`src/rtl/bcd_seg_converter_pkg.sv`:
```
// Shared definitions for the binary-to-BCD seven-segment converter:
// FSM state encoding, active-low digit glyphs ({g,f,e,d,c,b,a}) and
// elaboration-time helpers used to size the BCD accumulator.
package bcd_seg_converter_pkg;

    typedef enum logic [1:0] {
        ST_IDLE = 2'd0,
        ST_CONV = 2'd1,
        ST_DONE = 2'd2
    } state_t;

    localparam logic [6:0] SEG_0     = 7'b1000000;
    localparam logic [6:0] SEG_1     = 7'b1111001;
    localparam logic [6:0] SEG_2     = 7'b0100100;
    localparam logic [6:0] SEG_3     = 7'b0110000;
    localparam logic [6:0] SEG_4     = 7'b0011001;
    localparam logic [6:0] SEG_5     = 7'b0010010;
    localparam logic [6:0] SEG_6     = 7'b0000010;
    localparam logic [6:0] SEG_7     = 7'b1111000;
    localparam logic [6:0] SEG_8     = 7'b0000000;
    localparam logic [6:0] SEG_9     = 7'b0010000;
    localparam logic [6:0] SEG_BLANK = 7'b1111111;
    localparam logic [6:0] SEG_DASH  = 7'b0111111;

    // Number of decimal digits needed to hold 2^w - 1
    function automatic int dec_digits(input int w);
        int unsigned v;
        int          n;
        v = (32'd1 << w) - 32'd1;
        n = 1;
        for (int i = 0; i < 9; i++) begin
            if (v > 32'd9) begin
                v = v / 32'd10;
                n = n + 1;
            end
        end
        return n;
    endfunction

    // 10^d for small d
    function automatic int unsigned pow10(input int d);
        int unsigned r;
        r = 32'd1;
        for (int i = 0; i < d; i++) begin
            r = r * 32'd10;
        end
        return r;
    endfunction

endpackage

```
`src/rtl/bcd_seg_converter_seg7_encoder.sv`:
```
// Combinational single-digit seven-segment encoder (active-low).
// A set blank flag forces all segments off; codes 10..15 show a dash,
// which is how the converter presents an overflowed digit (4'hF).
module seg7_encoder
    import bcd_seg_converter_pkg::*;
(
    input  logic [3:0] i_digit,
    input  logic       i_blank,
    output logic [6:0] o_seg
);

    // Digit lookup with blank override
    always_comb begin
        o_seg = SEG_DASH;
        if (i_blank) begin
            o_seg = SEG_BLANK;
        end else begin
            case (i_digit)
                4'd0:    o_seg = SEG_0;
                4'd1:    o_seg = SEG_1;
                4'd2:    o_seg = SEG_2;
                4'd3:    o_seg = SEG_3;
                4'd4:    o_seg = SEG_4;
                4'd5:    o_seg = SEG_5;
                4'd6:    o_seg = SEG_6;
                4'd7:    o_seg = SEG_7;
                4'd8:    o_seg = SEG_8;
                4'd9:    o_seg = SEG_9;
                default: o_seg = SEG_DASH;
            endcase
        end
    end

endmodule

```
`src/rtl/bcd_seg_converter.sv`:
```
// Sequential binary-to-BCD converter (double dabble, one bit per clock)
// driving DIGITS active-low seven-segment displays.
// Latency: accept edge, WIDTH shift edges, one output-load edge.
// Optional build macro LEADING_ZERO_BLANK_EN blanks leading zero digits
// on the segment outputs (digit 0 always shown; bcd unaffected).
module bcd_seg_converter
    import bcd_seg_converter_pkg::*;
#(
    parameter int WIDTH  = 8,
    parameter int DIGITS = 3
) (
    input  logic                  clk,
    input  logic                  rst,
    input  logic                  start,
    input  logic [WIDTH-1:0]      binary_in,
    output logic                  ready,
    output logic                  done,
    output logic                  overflow,
    output logic [4*DIGITS-1:0]   bcd,
    output logic [7*DIGITS-1:0]   segs
);

    // The accumulator must hold 2^WIDTH-1; any digits beyond DIGITS only
    // ever matter for overflow, which is decided by a direct compare.
    localparam int          NEED_D       = dec_digits(WIDTH);
    localparam int          ACC_D        = (NEED_D > DIGITS) ? NEED_D : DIGITS;
    localparam int          ACC_W        = 4 * ACC_D;
    localparam int          CNT_W        = $clog2(WIDTH + 1);
    localparam logic [31:0] MAX_VAL      = pow10(DIGITS) - 32'd1;
    localparam logic [31:0] OPERAND_MAX  = (32'd1 << WIDTH) - 32'd1;
    localparam bit          OVF_POSSIBLE = (OPERAND_MAX > MAX_VAL);
    localparam logic [CNT_W-1:0] CNT_ONE = {{(CNT_W-1){1'b0}}, 1'b1};

    state_t                r_state;
    logic [CNT_W-1:0]      r_cnt;
    logic [ACC_W-1:0]      r_acc;
    logic [WIDTH-1:0]      r_op;
    logic                  r_ovf_cmp;
    logic                  r_done;
    logic                  r_ovf;
    logic [4*DIGITS-1:0]   r_bcd;
    logic [7*DIGITS-1:0]   r_segs;

    logic [ACC_W-1:0]      w_adj;
    logic [ACC_W+WIDTH-1:0] w_shift;
    logic [31:0]           w_bin_ext;
    logic                  w_ovf_cmp;
    logic [4*DIGITS-1:0]   w_bcd_next;
    logic [DIGITS-1:0]     w_blank;
    logic [7*DIGITS-1:0]   w_segs;
`ifdef LEADING_ZERO_BLANK_EN
    logic                  w_zero_above;
`endif

    assign w_bin_ext = 32'(binary_in);
    assign w_ovf_cmp = OVF_POSSIBLE && (w_bin_ext > MAX_VAL);

    // Double-dabble correction: add 3 to every accumulator digit >= 5
    always_comb begin
        w_adj = r_acc;
        for (int d = 0; d < ACC_D; d++) begin
            if (r_acc[4*d +: 4] >= 4'd5) begin
                w_adj[4*d +: 4] = r_acc[4*d +: 4] + 4'd3;
            end
        end
    end

    assign w_shift    = {w_adj, r_op} << 1;
    assign w_bcd_next = r_ovf_cmp ? {(4*DIGITS){1'b1}} : r_acc[4*DIGITS-1:0];

    // Leading-zero blank flags for the display (digit 0 never blanked)
    always_comb begin
        w_blank = '0;
`ifdef LEADING_ZERO_BLANK_EN
        w_zero_above = 1'b1;
        for (int d = DIGITS - 1; d >= 1; d--) begin
            w_zero_above = w_zero_above & (w_bcd_next[4*d +: 4] == 4'd0);
            w_blank[d]   = w_zero_above;
        end
`endif
    end

    for (genvar g = 0; g < DIGITS; g++) begin : g_enc
        seg7_encoder u_enc (
            .i_digit (w_bcd_next[4*g +: 4]),
            .i_blank (w_blank[g]),
            .o_seg   (w_segs[7*g +: 7])
        );
    end

    // Datapath: capture operand on accept, shift one bit per CONV cycle
    always_ff @(posedge clk) begin
        case (r_state)
            ST_IDLE: begin
                if (start) begin
                    r_op      <= binary_in;
                    r_acc     <= '0;
                    r_ovf_cmp <= w_ovf_cmp;
                end
            end
            ST_CONV: begin
                r_acc <= w_shift[ACC_W+WIDTH-1:WIDTH];
                r_op  <= w_shift[WIDTH-1:0];
            end
            default: begin
            end
        endcase
    end

    // Control FSM with registered result outputs and done pulse
    always_ff @(posedge clk) begin
        if (rst) begin
            r_state <= ST_IDLE;
            r_cnt   <= '0;
            r_done  <= 1'b0;
            r_ovf   <= 1'b0;
            r_bcd   <= '0;
            r_segs  <= '1;
        end else begin
            r_done <= 1'b0;
            case (r_state)
                ST_IDLE: begin
                    if (start) begin
                        r_cnt   <= CNT_W'(WIDTH);
                        r_state <= ST_CONV;
                    end
                end
                ST_CONV: begin
                    r_cnt <= r_cnt - CNT_ONE;
                    if (r_cnt == CNT_ONE) begin
                        r_state <= ST_DONE;
                    end
                end
                ST_DONE: begin
                    r_bcd   <= w_bcd_next;
                    r_segs  <= w_segs;
                    r_ovf   <= r_ovf_cmp;
                    r_done  <= 1'b1;
                    r_state <= ST_IDLE;
                end
                default: begin
                    r_state <= ST_IDLE;
                end
            endcase
        end
    end

    assign ready    = (r_state == ST_IDLE);
    assign done     = r_done;
    assign overflow = r_ovf;
    assign bcd      = r_bcd;
    assign segs     = r_segs;

endmodule

```
`config.mk`:
```
export PLATFORM = sky130hd
export DESIGN_NAME = bcd_seg_converter
export DESIGN_NICKNAME = d
export VERILOG_FILES = /design/src/rtl/bcd_seg_converter_pkg.sv /design/src/rtl/bcd_seg_converter_seg7_encoder.sv /design/src/rtl/bcd_seg_converter.sv
export SDC_FILE = /design/constraint.sdc
export NUM_CORES = 1
export LEC_CHECK = 0
export CAP_MARGIN = 5
export CORE_MARGIN = 4
export CORE_UTILIZATION = 40
export CTS_CLUSTER_SIZE = 30
export DETAILED_ROUTE_END_ITERATION = 10
export PLACE_DENSITY_LB_ADDON = 0.2
export SLEW_MARGIN = 25
export SYNTH_ARGS = -nofsm -noshare
export SYNTH_HDL_FRONTEND = slang
export SYNTH_SLANG_ARGS = --single-unit
export TNS_END_PERCENT = 100
```
`constraint.sdc`:
```
create_clock -name clk -period 2.64 [get_ports clk]
set_clock_uncertainty 0.2 [all_clocks]
set_input_delay 0.528 -clock clk [delete_from_list [all_inputs] [get_ports clk]]
set_output_delay 0.528 -clock clk [all_outputs]
set_load 0.005 [all_outputs]
```
* Word level (Yosys, flattened, before mapping) *
Memory sizes are Yosys's and may differ from the RTL's. A register that Yosys moved wholly into a read port is not among the register bits.
Index checks and enable logic that the tools add are counted.

storage, ports and cells
  register bits = 39
  bits in latches = 0
  bits in writable memories = 0
  bits in read-only memories = 336
  input port bits = 11
  output and inout port bits = 36
  word-level logic and storage cells = 38
  memories = 3

operators by class
  $add $sub $neg = 4
  $mul = 0
  div/mod/pow operators = 0
  order comparisons = 3
  equal/unequal tests = 5
  shifts and indexed selects = 0
  muxes and demuxes = 13
  bitwise gates (word level) = 0
  reduce and logical (&&, ||, !) cells = 4

memory list
  memory           depth  bits a word  rd ports  clocked after memory_dff  write ports  line                                  RTL
  (no name shown)  16     7            1         1                         0            bcd_seg_converter_seg7_encoder.sv:18  case (i_digit)
  (no name shown)  16     7            1         1                         0            bcd_seg_converter_seg7_encoder.sv:18
  (no name shown)  16     7            1         1                         0            bcd_seg_converter_seg7_encoder.sv:18

operator list
  operator             number
  $pmux 12 s2          1
  $pmux 8 s2           1
  $ge 4x3->1 const B   3
  $mux 12              1
  $mux 4               3
  $add 4x2->4 const B  2
  $mux 8               1
  $pmux 4 s2           1
  $eq 4x1->1 const B   1
  $mux 2               2
  $ne 2x2->1 const B   2
  $pmux 2 s2           1
  $reduce_and 2->1     2
  $sub 4x1->4 const B  1
  $add 3x2->3 const B  1
  $mux 3               1
  $eq 2x1->1 const B   1
  $eq 2x2->1 const B   1
  $logic_not 2->1      1
  $reduce_bool 2->1    1
  $mux 1               1

* Longest topological paths before layout *
  word-level depth = 3
  gate-level depth with buffers = 6
  mapped depth without buffers = 5

* Cells and area by module *
From an unflattened synthesis, not the netlist that was laid out.

second synthesis, totals
  cells, all modules = 382
  area total of the unflattened synthesis = 3231.8 um^2

by module, submodules not included
  module                             times used  cells each  area an instance (um^2)  seq. area each (um^2)
  bcd_seg_converter                  1           285         2593.7                   1401.3
  seg7_encoder (g_enc[0].u_enc ...)  2           31          201.4                    0.0
  seg7_encoder (g_enc[2].u_enc)      1           35          235.2                    0.0

* Worst setup path after synthesis *
OpenSTA, ideal clock, no wires.

  kind = flip-flop to flip-flop
  start = register r_acc[5]
  end = register r_acc[6], data pin
  setup time = 0.260 ns
  arrival = 1.456 ns
  required time = 2.180 ns
  path slack = 0.724 ns
  stages on the path, launching flop included = 6
  buffers on the path = 0
  clock period less this slack = 1.916 ns
  cell sequence = edfxtp_1 > inv_1 > ha_1 > nand2b_1 > a21oi_1 > mux2_2

on the way
  cells in the longest elaborated chain, start to end = 3
  elaborated cells on any way between the ends = 4
  those cells by class = 1 x add/sub; 1 x order compare; 2 x mux

RTL lines
  element                                           line                                              RTL
  start, declared                                   bcd_seg_converter.sv:36                           logic [ACC_W-1:0] r_acc;
  start signal, assigned                            bcd_seg_converter.sv:102                          r_acc <= w_shift[ACC_W+WIDTH-1:WIDTH];
  $add 4x2->4 / $ge 4x3->1 (equally long branches)  bcd_seg_converter.sv:63, bcd_seg_converter.sv:62
  $mux 4 (*)                                        bcd_seg_converter.sv:62                           if (r_acc[4*d +: 4] >= 4'd5) begin
  $pmux 12 s2 (*)                                   bcd_seg_converter.sv:93                           case (r_state)

Mark *: on every way between the ends. The rest lies on a longest branch, timed or not.
A chain may end at the register's enable or synchronous reset.

* Worst setup path after layout *
  start = register r_state[1]
  end = output port ready

on the way
  cells in the longest elaborated chain, start to end = 1

RTL lines
  element                 line                      RTL
  start, declared         bcd_seg_converter.sv:34   state_t r_state;
  start signal, assigned  bcd_seg_converter.sv:113  r_state <= ST_IDLE;
  start signal, assigned  bcd_seg_converter.sv:125  r_state <= ST_CONV;
  start signal, assigned  bcd_seg_converter.sv:131  r_state <= ST_DONE;
  $logic_not 2->1         bcd_seg_converter.sv:148  assign ready = (r_state == ST_IDLE);
  end, declared           bcd_seg_converter.sv:16   output logic ready,

No other way between the ends.

==> flow_summary.html <==
<table>
<tr><th>Metric</th><th>Value</th></tr>
<tr><th colspan="2">Setup path</th></tr>
<tr><td>Crit-path max FO</td><td>8</td></tr>
<tr><td>Critical Path Source Type</td><td>register</td></tr>
<tr><td>Worst path arrival time</td><td>approximately 1.4 ns</td></tr>
<tr><td>Required time of the worst setup path</td><td>around 1.9 ns</td></tr>
<tr><td>Crit Path Category</td><td>reg -&gt; out</td></tr>
<tr><td>Crit end category</td><td>output port</td></tr>
<tr><th colspan="2">Timing</th></tr>
<tr><td>Final TNS setup</td><td>0 ns</td></tr>
<tr><td>Min Clock Period, post-route</td><td>approximately 2.1 ns</td></tr>
<tr><td>Number of slew-limit violations in the final report</td><td>0</td></tr>
<tr><td>Slew of the pin with the lowest slew margin</td><td>roughly 0.76 ns</td></tr>
<tr><td>Period utilization</td><td>79.56%</td></tr>
<tr><td>Final number of setup-violating endpoints</td><td>0</td></tr>
<tr><td>Number of hold violations in the final report</td><td>0</td></tr>
<tr><td>RSZ-0062 raised after global routing</td><td>no</td></tr>
<tr><td>FMAX</td><td>476.1 MHz</td></tr>
<tr><td>Max-Slew Margin vs Limit</td><td>about half</td></tr>
<tr><th colspan="2">Clocking</th></tr>
<tr><td>Number of gates resized after CTS</td><td>0</td></tr>
<tr><td>Clock Tree Root</td><td>clkbuf_8</td></tr>
<tr><td>Clock tree from TritonCTS</td><td>yes</td></tr>
<tr><td>Clock-pin transition on the worst setup and hold timing paths</td><td>roughly 0.07 ns</td></tr>
<tr><td>Insertion delay of the later-clocked pin in the worst-skew pair</td><td>approximately 0.33 ns</td></tr>
<tr><td>Post-CTS Setup Inserts</td><td>0</td></tr>
<tr><td>CTS Buf Count</td><td>9</td></tr>
<tr><td>Quantity of hold-fixing buffers added after cts</td><td>0</td></tr>
<tr><td>Number of levels in the clock H-tree</td><td>3</td></tr>
<tr><td>Buffer levels on the longest clock path</td><td>2</td></tr>
<tr><td>CTS sink cnt</td><td>60</td></tr>
<tr><th colspan="2">Logic synthesis</th></tr>
<tr><td>Number of flops mapped to enable cells by yosys</td><td>20</td></tr>
<tr><td>Average cell area after synthesis</td><td>~9 µm²</td></tr>
<tr><td>Post-synthesis instance total</td><td>around 330</td></tr>
<tr><td>Distinct cell type count after synthesis</td><td>44</td></tr>
<tr><td>Fraction of post-synthesis cell area in the top cell type by area</td><td>a little over a quarter</td></tr>
<tr><td>Post-synthesis register bit count</td><td>60</td></tr>
<tr><td>Syn Std Cell Area</td><td>about 0.003 mm²</td></tr>
<tr><td>Total of warnings raised by yosys</td><td>0</td></tr>
<tr><td>Post-synthesis sequential area ratio</td><td>~47%</td></tr>
<tr><td>Library cell with the largest summed area after synthesis</td><td>dfxtp_1</td></tr>
<tr><td>Async set-reset flop share out of synthesis</td><td>0%</td></tr>
<tr><td>Synthesized netlist net count</td><td>364</td></tr>
<tr><td>Biggest area contributors in the synthesized netlist</td><td>dfxtp_1 (27%), edfxtp_1 (20%), ha_1 (7.9%)</td></tr>
<tr><td>Synth Flop Type</td><td>dfxtp_1</td></tr>
<tr><th colspan="2">Drt</th></tr>
<tr><td>Antenna viol nets, final</td><td>0</td></tr>
<tr><td>Drt initial violations</td><td>64</td></tr>
<tr><td>DRC violations left</td><td>0</td></tr>
<tr><td>Via total after detailed routing</td><td>~2300</td></tr>
<tr><td>First-pass detailed-route iteration total</td><td>4</td></tr>
<tr><td>Final routed wire length divided by cell count</td><td>12.88 µm</td></tr>
<tr><td>Post-detailed-routing wire length</td><td>slightly above 6000 µm</td></tr>
<tr><td>DR vias/cell</td><td>about 4.9</td></tr>
<tr><th colspan="2">GRT</th></tr>
<tr><td>Total congestion overflow after global routing</td><td>0</td></tr>
<tr><td>Number of global-route vias before repair</td><td>between 2000 and 2500</td></tr>
<tr><td>Largest net degree at the start of global routing</td><td>46</td></tr>
<tr><td>Initial antenna violation count</td><td>0</td></tr>
<tr><td>Wire length of the first global-routing pass</td><td>approximately 10000 µm</td></tr>
<tr><td>GRT Util Overall</td><td>between 10 and 15%</td></tr>
<tr><th colspan="2">Cells and area</th></tr>
<tr><td>Most used cells in the layout excluding fill and tap cells</td><td>nand2_1 (62), clkdlybuf4s50_1 (45), dfxtp_1 (40)</td></tr>
<tr><td>Final net count</td><td>around 400</td></tr>
<tr><td>Final core utilization</td><td>between 50% and 60%</td></tr>
<tr><td>Ratio of cells with drive above 1 in the final layout</td><td>between 6 and 7%</td></tr>
<tr><td>Design Area, Final</td><td>roughly 0.0037 mm²</td></tr>
<tr><td>Fill cell instance count of the final layout</td><td>around 700</td></tr>
<tr><td>Number of diodes</td><td>0</td></tr>
<tr><td>Most common cell after layout, fill and taps aside</td><td>nand2_1</td></tr>
<tr><td>Layout overhead on the synthesized area</td><td>22.89%</td></tr>
<tr><th colspan="2">Run</th></tr>
<tr><td>MaxCap Viol Count</td><td>0</td></tr>
<tr><th colspan="2">Floorplanning</th></tr>
<tr><td>Area of the die</td><td>0.008937 mm²</td></tr>
<tr><td>Core Region</td><td>0.007253 mm²</td></tr>
<tr><td>Starting Density</td><td>between 40% and 50%</td></tr>
<tr><td>Die height</td><td>94.54 µm</td></tr>
<tr><td>Die X</td><td>approximately 95 µm</td></tr>
<tr><td>Number of rows created at floorplan</td><td>31</td></tr>
<tr><td>Number of primary I/O pins</td><td>47</td></tr>
<tr><th colspan="2">Placed design</th></tr>
<tr><td>Weighted congestion at the end of routability-driven global placement</td><td>0.8037</td></tr>
<tr><td>Number of port buffers</td><td>45</td></tr>
<tr><td>Post-placement cell area</td><td>0.003480 mm²</td></tr>
<tr><td>HPWL after DPL</td><td>about 4200 µm</td></tr>
<tr><th colspan="2">Power</th></tr>
<tr><td>Peak VDD IR</td><td>0.2630 mV</td></tr>
<tr><td>Cell Pwr Density</td><td>between 600 and 700 mW/mm²</td></tr>
<tr><td>Leakage power summed over all cells</td><td>roughly 1.4 nW</td></tr>
<tr><th colspan="2">Status</th></tr>
<tr><td>Result of the run</td><td>complete, no violations</td></tr>
<tr><th colspan="2">Worst hold path</th></tr>
<tr><td>Worst hold path type</td><td>reg -&gt; reg</td></tr>
</table>
## power by group
part / internal [mW] / switching, mW / total, mW
clock network: 0.479 / 0.351 / 0.830
logic: 0.171 / 0.188 / 0.360
registers: 1.02 / 0.0889 / 1.11
## critical path, stage by stage (launching register included)
cell,delay [ns]
dfxtp_1,0.40
nor2_1,0.13
clkdlybuf4s50_1,0.51
## metrics by stage
stage                     instances  hold slack, ns  setup slack (ns)  total power [mW]
after floorplan                 334          0.2527            0.7240             1.391
after global placement          460          0.2440            0.3399             1.486
after detailed placement        460          0.2464            0.2961             1.492
after CTS                       476          0.2561            0.5127             2.332
after global routing            476          0.2714            0.4164             2.441
final                           476          0.2518            0.5397             2.303
## cell families after synthesis
group | share of synthesized area (%)
multiplexers | 3.133
adder cells (fa/ha/maj) | 7.937
buffers and inverters | 6.266
flip-flops | 46.78
other | 0.1252
AO/OA/AOI/OAI | 16.46
AND/OR/NAND/NOR | 19.30
## final timing paths
kind / startpoint / end / slack (ns) / cells after the start
worst min-delay path: bcd[4] / bcd[4] / 0.25 / 2
worst max register to register: r_acc[5] / r_acc[6] / 0.54 / 5
worst max-delay path: r_state[1] / ready / 0.54 / 2
worst min register to register: bcd[4] / bcd[4] / 0.25 / 2
## layout make-up
cell class | instances | area [µm²] | area share, %
clock buffer | 11 | 151.4 | 4.113
clock inverter | 5 | 50.05 | 1.360
inverter | 16 | 60.06 | 1.632
multi-input combinational | 235 | 1406 | 38.21
sequential | 60 | 1401 | 38.07
tap | 99 | 123.9 | 3.365
timing repair buffer | 50 | 488.0 | 13.26
## flip-flops by register name, indices dropped and copies added, names as in the netlist
register	flops
r_acc	12
done	1
r_state	2
bcd	12
r_op	8
r_cnt	4
segs	21
## routing by layer
layer / routed length, µm / GRT usage, % / vias up / share of wire, %
li1: - / - / 1221 / -
met1: 2970 / 19.40 / 1061 / 48
met2: 2809 / 22.93 / 45 / 46
met3: 271 / 3.347 / 8 / 4.4
met4: 82 / 6.130 / 0 / 1.3
met5: 0 / 0 / - / 0
## cell usage after synthesis (2+ instances only)
library cell / number
nor2_1: 24
a21oi_1: 31
o31a_1: 4
o21ai_0: 15
nand3_1: 4
nand2_1: 62
a211oi_1: 2
ha_1: 19
a2111oi_0: 3
nand2b_1: 4
and3_1: 2
nor3_1: 14
o21a_1: 3
a21boi_0: 2
nor3b_1: 2
edfxtp_1: 20
buf_2: 12
a31oi_1: 4
o31ai_1: 2
o21bai_1: 3
nor2b_1: 8
and2_1: 2
inv_1: 16
dfxtp_1: 40
buf_6: 3
clkbuf_1: 6
mux2i_1: 6
a2111o_1: 3
mux2_2: 3
Power figures use the tool's default switching activity.
